===== src/rtl/pipe_flush_ctrl.sv =====
// Pipeline hazard/redirect controller: per-stage flush/stall vectors, precise
// exception drain/redirect sequencing, per-stage valid tracking and redirect counters.
module pipe_flush_ctrl #(
   parameter int unsigned NUM_STAGES    = 5,
   parameter int unsigned RESOLVE_STAGE = 3,
   parameter int unsigned REG_W         = 5,
   parameter int unsigned CNT_W         = 16
) (
   input  logic                  clk,
   input  logic                  rst_n,
   input  logic                  pcsrc_i,
   input  logic                  exc_i,
   input  logic                  mc_busy_i,
   input  logic                  memread_exe_i,
   input  logic [REG_W-1:0]      rt_exe_i,
   input  logic [REG_W-1:0]      rs_dec_i,
   input  logic [REG_W-1:0]      rt_dec_i,
   output logic [NUM_STAGES-1:0] flush_o,
   output logic [NUM_STAGES-1:0] stall_o,
   output logic [1:0]            pc_sel_o,
   output logic [NUM_STAGES-1:0] valid_o,
   output logic                  busy_o,
   output logic [CNT_W-1:0]      branch_cnt_o,
   output logic [CNT_W-1:0]      exc_cnt_o
);

   typedef enum logic [1:0] {
      RUN      = 2'd0,
      DRAIN    = 2'd1,
      REDIRECT = 2'd2
   } state_e;

   function automatic logic [NUM_STAGES-1:0] low_bits(input int unsigned n);
      logic [NUM_STAGES-1:0] m;
      m = '0;
      for (int unsigned k = 0; k < NUM_STAGES; k++) begin
         if (k < n) m[k] = 1'b1;
      end
      return m;
   endfunction

   localparam logic [2:0]            DRAIN_LEN = 3'(NUM_STAGES - 1 - RESOLVE_STAGE);
   localparam logic [NUM_STAGES-1:0] EXC_MASK  = low_bits(RESOLVE_STAGE + 1);
   localparam logic [NUM_STAGES-1:0] BR_MASK   = low_bits(RESOLVE_STAGE);

   state_e                state_q, state_d;
   logic [2:0]            drain_q, drain_d;
   logic [NUM_STAGES-1:0] valid_q, valid_d;
   logic                  busy_q, busy_d;
   logic [CNT_W-1:0]      bcnt_q, bcnt_d;
   logic [CNT_W-1:0]      ecnt_q, ecnt_d;
   logic                  load_use;

   assign load_use = memread_exe_i && (rt_exe_i != '0) &&
                     ((rt_exe_i == rs_dec_i) || (rt_exe_i == rt_dec_i));

   always_comb begin
      flush_o  = '0;
      stall_o  = '0;
      pc_sel_o = 2'b00;
      state_d  = state_q;
      drain_d  = drain_q;
      bcnt_d   = bcnt_q;
      ecnt_d   = ecnt_q;
      valid_d  = valid_q;

      unique case (state_q)
         RUN: begin
            if (exc_i) begin
               flush_o  = EXC_MASK;
               pc_sel_o = 2'b11;
               if (ecnt_q != '1) ecnt_d = ecnt_q + CNT_W'(1);
               if (DRAIN_LEN == 3'd0) begin
                  state_d = REDIRECT;
               end else begin
                  state_d = DRAIN;
                  drain_d = DRAIN_LEN;
               end
            end else if (pcsrc_i) begin
               flush_o  = BR_MASK;
               pc_sel_o = 2'b01;
               if (bcnt_q != '1) bcnt_d = bcnt_q + CNT_W'(1);
            end else if (mc_busy_i) begin
               stall_o[2:0] = 3'b111;
               flush_o[3]   = 1'b1;
            end else if (load_use) begin
               stall_o[1:0] = 2'b11;
               flush_o[2]   = 1'b1;
            end
         end
         DRAIN: begin
            flush_o    = EXC_MASK;
            stall_o[0] = 1'b1;
            pc_sel_o   = 2'b11;
            drain_d    = drain_q - 3'd1;
            if (drain_q <= 3'd1) state_d = REDIRECT;
         end
         REDIRECT: begin
            pc_sel_o   = 2'b10;
            flush_o[0] = 1'b1;
            state_d    = RUN;
         end
         default: state_d = RUN;
      endcase

      busy_d = (state_d != RUN);

      // A stalled upstream stage inserts a bubble into the stage after it.
      valid_d[0] = flush_o[0] ? 1'b0 : (stall_o[0] ? valid_q[0] : 1'b1);
      for (int unsigned k = 1; k < NUM_STAGES; k++) begin
         if (flush_o[k])        valid_d[k] = 1'b0;
         else if (stall_o[k])   valid_d[k] = valid_q[k];
         else if (stall_o[k-1]) valid_d[k] = 1'b0;
         else                   valid_d[k] = valid_q[k-1];
      end
   end

   always_ff @(posedge clk or negedge rst_n) begin
      if (!rst_n) begin
         state_q <= RUN;
         drain_q <= '0;
         valid_q <= '0;
         busy_q  <= 1'b0;
         bcnt_q  <= '0;
         ecnt_q  <= '0;
      end else begin
         state_q <= state_d;
         drain_q <= drain_d;
         valid_q <= valid_d;
         busy_q  <= busy_d;
         bcnt_q  <= bcnt_d;
         ecnt_q  <= ecnt_d;
      end
   end

   assign valid_o      = valid_q;
   assign busy_o       = busy_q;
   assign branch_cnt_o = bcnt_q;
   assign exc_cnt_o    = ecnt_q;

endmodule


===== config.mk =====
export PLATFORM = sky130hd
export DESIGN_NAME = pipe_flush_ctrl
export DESIGN_NICKNAME = d
export VERILOG_FILES = /design/src/rtl/pipe_flush_ctrl.sv
export SDC_FILE = /design/constraint.sdc
export NUM_CORES = 1
export LEC_CHECK = 0
export CORE_UTILIZATION = 40
export CTS_BUF_LIST = sky130_fd_sc_hd__clkbuf_4 sky130_fd_sc_hd__clkbuf_8
export CTS_CLUSTER_DIAMETER = 80
export DETAILED_ROUTE_END_ITERATION = 8
export GPL_ROUTABILITY_DRIVEN = 0
export PLACE_DENSITY = 0.7
export SETUP_SLACK_MARGIN = 0.1
export SYNTH_ARGS = -nofsm -noshare
export SYNTH_HDL_FRONTEND = slang
export SYNTH_SLANG_ARGS = --single-unit

===== constraint.sdc =====
create_clock -name clk -period 5 [get_ports clk]
set_input_delay 1 -clock clk [delete_from_list [all_inputs] [get_ports clk]]
set_output_delay 1 -clock clk [all_outputs]
set_load 0.01 [all_outputs]

==> results.md, run 1 <==
Run status:
- The flow ran to the end, and the final reports show no timing, DRC or antenna violations.

Clock tree:
- The clock passes through at most 2 buffers.
- The clock reaches the later pin of the worst-skew pair after 0.29 ns.
- The total clock sinks is 43.
- Clock-pin slew was measured on the worst setup and hold paths at 0.08 ns.
- The cts-stage hold buffer count is 0.
- The root buffer cell is sky130_fd_sc_hd__clkbuf_8.
- The H-tree level count is 2.
- The CTS buffer count is 5.
- In this run, post-CTS repair resized a total of 0 instances.
- TritonCTS built the clock tree.
- Post-CTS timing repair inserted 0 buffers for setup.

Worst hold path:
- The worst hold path terminates at valid_o[4].
- The path class of the tightest hold or removal check is reg -> reg.
- The worst hold path stage count is 0.
- The critical hold path startpoint is valid_o[3].

Logic synthesis:
- Summing every instance area after synthesis gives 2308 sq um.
- Of the total synthesized cell area, the portion taken by full adders, half adders and majority gates is 0.03794.
- After technology mapping, the gate count stands at 233.
- The combinational family with the most area after synthesis is simple AND/OR/NAND/NOR gates.
- A synthesized cell averages 9.908 sq um.
- The compound-gate portion of the synthesized area is 0.07154.
- Yosys printed 0 warnings.
- The number of synthesized flops with an enable pin is 0.
- Of the total synthesized cell area, the portion taken by AND, OR, NAND and NOR gates is 0.2201.
- The portion of netlist area occupied by mux cells is 0.01897.
- The post-synthesis async set-or-reset flop share is 1.000.
- Of the total synthesized cell area, the portion taken by XOR and XNOR cells is 0.1480.
- For this run, the register share of the synthesized area comes to 0.4661.
- In the synthesized netlist the dominant register cell turns out to be sky130_fd_sc_hd__dfrtp_1.
- By area the synthesized netlist is led by sky130_fd_sc_hd__dfrtp_1 47%, sky130_fd_sc_hd__xor2_1 8.0%, sky130_fd_sc_hd__xnor2_1 6.8%.
- The synthesized design spends more area on one cell type than any other, namely sky130_fd_sc_hd__dfrtp_1.
- The top-area cell type share of the netlist area is 0.4661.
- The register bit count reported by yosys is 43.
- After synthesis, the netlist uses 44 different library cells.

Routing:
- The routed design has 4791 um of wire.
- For this block, the initial DRC count from the detailed router was 48.
- The first-pass detailed-route iteration total is 4.
- For this run, design rule violations remaining after detail routing come to 0.
- Across all layers, the routed design uses 1883 vias.
- In the final routed layout, each cell accounts on average for 12.74 um.
- The number of nets with antenna violations after routing is 0.
- The average via count per standard cell is 5.008.

STA:
- The fmax is 238.6 MHz.
- The clock arrives with 0.003412 ns of skew.
- The final period demand of the worst path is 4.192 ns.
- The portion of the clock cycle consumed by the worst path in the final layout is 0.8384.
- The number of failing hold endpoints at the final stage is 0.
- The max-slew violation count was 0.
- In this run the tightest slew margin relative to its limit is 0.3727.
- For the final routed database, the setup TNS stands at 0 ns.
- Setup violations remaining at the end of the flow were counted as 0.
- Setup repair after global routing left no endpoint under its margin.
- The transition at the pin with the smallest max-transition slack is 0.9410 ns.

Finish:
- The repair_antennas step left the layout with diodes totalling 0.
- The finished cells cover 3134 sq um.
- For this run, the share of the core covered by cells in the final layout is 0.5657.
- The net total in the final layout is 331.
- In the final layout, the share of cells above drive strength 1 is 0.07237.
- The post-layout instance count excluding filler cells is 376.
- From synthesis to final layout, the design area changed by 35.77%.
- Counting the fill cells in the layout gives 511.

Worst setup path:
- The worst setup slack for register-to-register paths is 2.88 ns.
- The arrival time reported for the critical path endpoint is 3.19 ns.
- The launch point of the worst reg-to-reg path is state_q[0].
- The highest net fanout along the worst path is 4.
- The critical path class is in -> out.
- The launching element type of the critical path is a primary input.
- The data required time at the worst endpoint is 4.00 ns.
- Counting stages on the worst path, the most repeated cell is sky130_fd_sc_hd__clkdlybuf4s50_1.
- In this design, the stage delay of the slowest critical-path cell is 0.55 ns.
- The standard cell with the maximum stage delay on the critical path is sky130_fd_sc_hd__or4_1.
- The capture instance of the worst register-to-register path is exc_cnt_o[15].
- The worst setup path is captured at an output pin.
- The signal on the critical path passes through clkdlybuf4s50_1 > or4_1 > o21ai_1 > or3_1 > o21bai_2 > or2_2 > clkdlybuf4s50_1.
- Measured in cells, the most critical reg-to-reg path has a length of 7.

Power and ir drop:
- The portion of total power attributed to combinational logic is 0.436.
- The worst-case IR drop observed on VDD is 286.9 uV.
- The net switching power is 469.3 uW.
- Of the total power, registers draw 0.383.
- Of the total power, the share spent switching nets is 0.3517.
- The total power is 1334 uW.
- The leakage power is 0.001342 uW.
- The internal portion of the total power is 865.0 uW.
- The total power density per cell area is 425.7 nW/um^2.
- The share of total power dissipated in the clock network is 0.181.

Floorplanning:
- The floorplan has 27 rows.
- The chip height is 77.97 um.
- The floorplan step set the die width to 77.97 um.
- The floorplan step defined a die boundary enclosing 6079 sq um.
- The starting density of the core is 0.4167.
- 71 I/O pins were placed.
- The area inside the core boundary is 5540 sq um.

GRT:
- The initial antenna violation count came to 0.
- The maximum number of pins on one net before global-route repair is 44.
- The global routing usage summed across all routing layers is 0.1693.
- The via count of the first global-routing pass came to 1833.
- The aggregate global routing overflow is 0.
- The first global-routing pass estimated 8045 um of wire.

Placed design:
- The cell count after placement is 368.
- The quantity of I/O buffers inserted on ports is 67.
- The HPWL after detailed placement is 3662 um.
- In this run the cell area measured after placement is 3030 sq um.

Flow run:
- The tool flagged a number of max-cap violations equal to 0.
[worst max path at each step]
stage	start	to	slack, ns
6_report	rt_exe_i[1]	stall_o[0]	0.81
5_1_grt	rt_exe_i[1]	stall_o[0]	0.69
4_1_cts	rt_exe_i[1]	stall_o[0]	0.80
3_5_place_dp	rt_exe_i[1]	stall_o[0]	0.80
3_3_place_gp	rt_exe_i[1]	stall_o[0]	0.82
2_1_floorplan	rt_exe_i[1]	stall_o[0]	1.79
[registers in the layout, indices dropped and copies added (netlist names)]
name	cells
valid_o	5
state_q	2
drain_q	3
busy_o	1
exc_cnt_o	16
branch_cnt_o	16
[cell usage after synthesis, types with 3 or more instances]
master / instances
sky130_fd_sc_hd__buf_4: 5
sky130_fd_sc_hd__nor2b_1: 3
sky130_fd_sc_hd__inv_1: 11
sky130_fd_sc_hd__dfrtp_1: 43
sky130_fd_sc_hd__nor2_1: 18
sky130_fd_sc_hd__o21ai_0: 11
sky130_fd_sc_hd__xor2_1: 21
sky130_fd_sc_hd__nand2b_1: 3
sky130_fd_sc_hd__nand3_1: 16
sky130_fd_sc_hd__nor3_1: 8
sky130_fd_sc_hd__ha_1: 7
sky130_fd_sc_hd__nand4_1: 7
sky130_fd_sc_hd__mux2_2: 3
sky130_fd_sc_hd__xnor2_1: 18
sky130_fd_sc_hd__nand2_1: 19
sky130_fd_sc_hd__a21oi_1: 5
sky130_fd_sc_hd__and4_1: 4
[metrics by stage]
stage / hold WS [ns] / setup WS (ns)
finish: 0.3893 / 0.8082
global route: 0.4099 / 0.6893
CTS: 0.3949 / 0.8000
detailed placement: 0.3770 / 0.8040
global placement: 0.3619 / 0.8236
floorplan: 0.3548 / 1.789
[routing by layer]
layer	vias up	share of wire	GRT usage
met1	896	0.46	0.2054
met4	0	0.016	0.07222
met5	-	0	0
li1	930	-	-
met3	9	0.040	0.04353
met2	48	0.49	0.2841
[power groups by stage]
stage / combinational [uW] / clock [uW] / sequential (uW)
global placement: 579 / 0 / 516
CTS: 589 / 250 / 512
detailed placement: 584 / 0 / 517
floorplan: 284 / 0 / 528
global route: 634 / 266 / 527
finish: 582 / 242 / 511
[layout make-up]
class,count,area [sq um],share of cell area
clock buffer,8,103.9,0.03313
inverter,11,41.29,0.01317
tap,72,90.09,0.02874
multi-input combinational,175,1157,0.3693
sequential,43,1076,0.3433
timing repair buffer,67,665.6,0.2124
[placed cells by master (no fill, tap or decap), types with 8 or more instances in the layout]
master,n
sky130_fd_sc_hd__clkdlybuf4s50_1,66
sky130_fd_sc_hd__dfrtp_1,43
sky130_fd_sc_hd__inv_1,11
sky130_fd_sc_hd__nand2_1,19
sky130_fd_sc_hd__nand3_1,16
sky130_fd_sc_hd__nor2_1,18
sky130_fd_sc_hd__nor3_1,8
sky130_fd_sc_hd__o21ai_0,11
sky130_fd_sc_hd__xnor2_1,18
sky130_fd_sc_hd__xor2_1,21
[worst max-delay path, delay by kind of cell]
kind            cells  cell delay (ns)
simple gates        3             0.99
compound gates      2             0.26
buf+inv             2             0.94
[kinds of logic after synthesis]
logic type	Yosys count
XOR/XNOR	39
other	1
AND/OR/NAND/NOR	96
buffers and inverters	17
flip-flops	43
adder cells (fa/ha/maj)	7
AO/OA/AOI/OAI	26
multiplexers	4
Power figures use the tool's default switching activity.
==> inputs of run 2 (changes only) <==
--- a/config.mk
+++ b/config.mk
@@ -10,7 +10,7 @@
 export CTS_CLUSTER_DIAMETER = 80
 export DETAILED_ROUTE_END_ITERATION = 8
 export GPL_ROUTABILITY_DRIVEN = 0
-export PLACE_DENSITY = 0.7
+export PLACE_DENSITY = 0.73
 export SETUP_SLACK_MARGIN = 0.1
 export SYNTH_ARGS = -nofsm -noshare
 export SYNTH_HDL_FRONTEND = slang
==> constraint.sdc (replaced) <==
create_clock -name clk -period 3.8 [get_ports clk]
set_input_delay 0.76 -clock clk [delete_from_list [all_inputs] [get_ports clk]]
set_output_delay 0.76 -clock clk [all_outputs]
set_load 0.01 [all_outputs]
==> run 2 against run 1 <==
Via count fell by 0.32%. Sequential power rose by 32%. Setup slack got worse by 0.62 ns. Global-route usage rose by 0.57 points. Routed wire length rose by 0.98%. Highest routed layer unchanged.
==> results.md, run 2 (synthesized netlist as in run 1, its figures left out) <==
Floorplanning:
- The number of cell rows is 27.
- The die width is 77.97 um.
- The floorplan step defined a die boundary enclosing 6079 sq um.
- The area inside the core boundary is 5540 sq um.
- For this configuration, the core starts out at a cell density of 0.4167.
- The I/O pin total is 71.
- The chip height is 77.97 um.

Power and ir drop:
- The internal portion of the total power is 1112 uW.
- The sequential cell fraction of total power is 0.390.
- The total power density per cell area is 549.7 nW/um^2.
- Summed over all cells, the static leakage comes to 0.001361 uW.
- The net switching fraction of the power is 0.3570.
- The power share of the clock group is 0.166.
- Of the total power, combinational logic draws 0.445.
- The peak supply drop is 432.6 uV.
- The net switching power is 617.5 uW.

GRT:
- Entering global routing, the biggest net connects 44 pins.
- The aggregate global routing overflow is 0.
- The initial antenna violation count is 0.
- The via count of the first global-routing pass is 1813.
- The global routing usage summed across all routing layers is 0.1750.
- The first global-routing pass estimated 8473 um of wire.

Worst setup path:
- The critical path goes through clkdlybuf4s50_1 > or4_1 > o21ai_2 > or3_1 > o21bai_2 > buf_4 > clkdlybuf4s50_1.
- The total buffers and inverters traversed by the critical path is 3.
- The standard cell with the maximum stage delay on the critical path is sky130_fd_sc_hd__or4_1.
- Of all nets on the critical path, the largest fanout is 3.
- For the worst setup path, the data arrival time is 2.85 ns.
- The dominant cell type by count on the critical path is sky130_fd_sc_hd__clkdlybuf4s50_1.
- The launching element type of the critical path is a primary input.
- For this run, the slowest stage of the critical path takes 0.57 ns.
- The critical path is of the in -> out type.
- For the worst setup path, the data required time is 3.04 ns.
- Among cell families on the critical path, the largest total delay comes from buffers and inverters.
- The endpoint type of the worst setup path is an output pin.

Placed design:
- The quantity of I/O buffers inserted on ports is 67.
- The placed wire-length estimate is 3689 um.

Finish:
- Summing all multi-input logic gate instances after layout gives 1169 sq um.
- 0 antenna diodes ended up in the layout.
- In the layout the commonest cells are 65 x sky130_fd_sc_hd__clkdlybuf4s50_1, 43 x sky130_fd_sc_hd__dfrtp_1, 21 x sky130_fd_sc_hd__xor2_1.
- The growth of design area from synthesis to finish is 36.31%.
- In the final layout, the share of cells above drive strength 1 is 0.08197.
- The sequential cell area is 1076 sq um.
- In the final design database the tool counted 333 nets.
- The number of inserted filler cells in the final layout is 499.
- At the end of the flow the core is filled with cells to 0.5680.
- The most common cell after layout, fill and taps aside is sky130_fd_sc_hd__clkdlybuf4s50_1.

Routing:
- The routed design has 4838 um of wire.
- Once detail routing completed, the nets flagged for antenna violations numbered 0.
- In the routed layout, each cell is associated on average with a via count of 4.979.
- The number of DRC violations after detailed-routing iteration 0 is 104.
- The first detailed-routing pass took 4 iterations.
- The total number of vias is 1877.
- After detailed routing, the average wire length per cell comes to 12.83 um.
- The number of remaining DRC errors is 0.

Clock tree:
- In this run the clock root is driven by a sky130_fd_sc_hd__clkbuf_8.
- The maximum clock path buffer count is 2.
- The H-tree level count is 2.
- The cts-stage hold buffer count is 0.
- The CTS buffer count is 5.
- TritonCTS built the clock tree.
- Clock latency on the worst-skew pair, taken at its later pin, is 0.28 ns.
- In this run the post-CTS setup repair buffer count came out at 0.
- The tree built by TritonCTS fans out to 43 sinks.
- Clock-pin slew was measured on the worst setup and hold paths at 0.08 ns.

STA:
- Adding up every negative setup slack in the final design gives 0 ns.
- The fmax is 277.1 MHz.
- Setup repair after global routing left no endpoint under its margin.
- The transition at the pin with the smallest max-transition slack is 0.9399 ns.
- The worst clock skew on the final layout is 0.003370 ns.
- The relative slew slack is 0.3734.
- The number of failing hold endpoints at the final stage is 0.
- After layout, the minimum clock period comes to 3.609 ns.
- The setup violation total in the final timing report is 0.
- The max-slew violation count was 0.
- Of the available clock period, the critical path in the final layout requires 0.9497.

Flow run:
- The number of violations of the max-capacitance limit is 0.

Worst hold path:
- The kind of path behind the tightest hold check is reg -> reg.

Run status:
- The flow ran to the end, and the final reports show no timing, DRC or antenna violations.
==> run 2: changes by cell type in the layout (fill, tap and decap cells not counted) <==
cell and delta:
sky130_fd_sc_hd__clkbuf_4 -1, sky130_fd_sc_hd__buf_4 +2, sky130_fd_sc_hd__o41ai_1 -1, sky130_fd_sc_hd__dlymetal6s2s_1 +1, sky130_fd_sc_hd__clkdlybuf4s50_1 -1, sky130_fd_sc_hd__clkinv_2 +1
sky130_fd_sc_hd__o41ai_2 +1, sky130_fd_sc_hd__o21ai_1 -1, sky130_fd_sc_hd__o21ai_2 +1, sky130_fd_sc_hd__clkbuf_8 -1
==> run 2: cell type report <==
type / count / area share
Clock buffer: 6 / 0.02624
Tap cell: 72 / 0.02863
Clock inverter: 1 / 0.001590
Multi-Input combinational cell: 175 / 0.3714
Inverter: 11 / 0.01312
Sequential cell: 43 / 0.3419
Timing Repair Buffer: 69 / 0.2171
==> run 2: repair_timing <==
action / 4_1_cts / 5_1_grt
gates cloned: 0 / 0
pin swaps: 0 / 0
setup endpoints to repair: 1 / 2
gates resized for setup: 1 / 2
==> run 2: per-layer routing <==
| layer | global-route usage | wire length, um |
|---|---|---|
| met4 | 0.05556 | 59 |
| met3 | 0.03529 | 179 |
| met2 | 0.2867 | 2379 |
| met1 | 0.2322 | 2219 |
| met5 | 0 | 0 |
==> run 2: path summary, 6_finish.rpt <==
kind                                      end  depth (start not counted)  slack, ns   startpoint
worst max register to register  exc_cnt_o[15]                          7       1.66   state_q[0]
max in group asynchronous          state_q[1]                          1       2.60        rst_n
worst min register to register     valid_o[4]                          0       0.39   valid_o[3]
worst max-delay path               stall_o[1]                          7       0.19  rt_exe_i[1]
worst min-delay path               valid_o[4]                          0       0.39   valid_o[3]
min in group asynchronous          valid_o[4]                          1       0.62        rst_n
==> run 2: power groups by stage <==
stage | Clock [uW] | Sequential [uW] | Combinational (uW)
6_report | 287 | 674 | 769
5_1_grt | 322 | 693 | 851
4_1_cts | 299 | 675 | 775
3_5_place_dp | 0 | 683 | 770
3_3_place_gp | 0 | 678 | 758
2_1_floorplan | 0 | 694 | 374
==> run 2: metrics by stage <==
step	setup slack (ns)	instance area (sq um)	hold slack, ns	total power [uW]	std cells
detailed placement	0.07910	3045	0.3790	1452	370
global placement	0.1419	3045	0.3652	1436	370
global route	0.1055	3147	0.4051	1866	377
finish	0.1912	3147	0.3882	1730	377
floorplan	1.069	2316	0.3548	1069	235
CTS	0.1064	3137	0.3969	1749	377
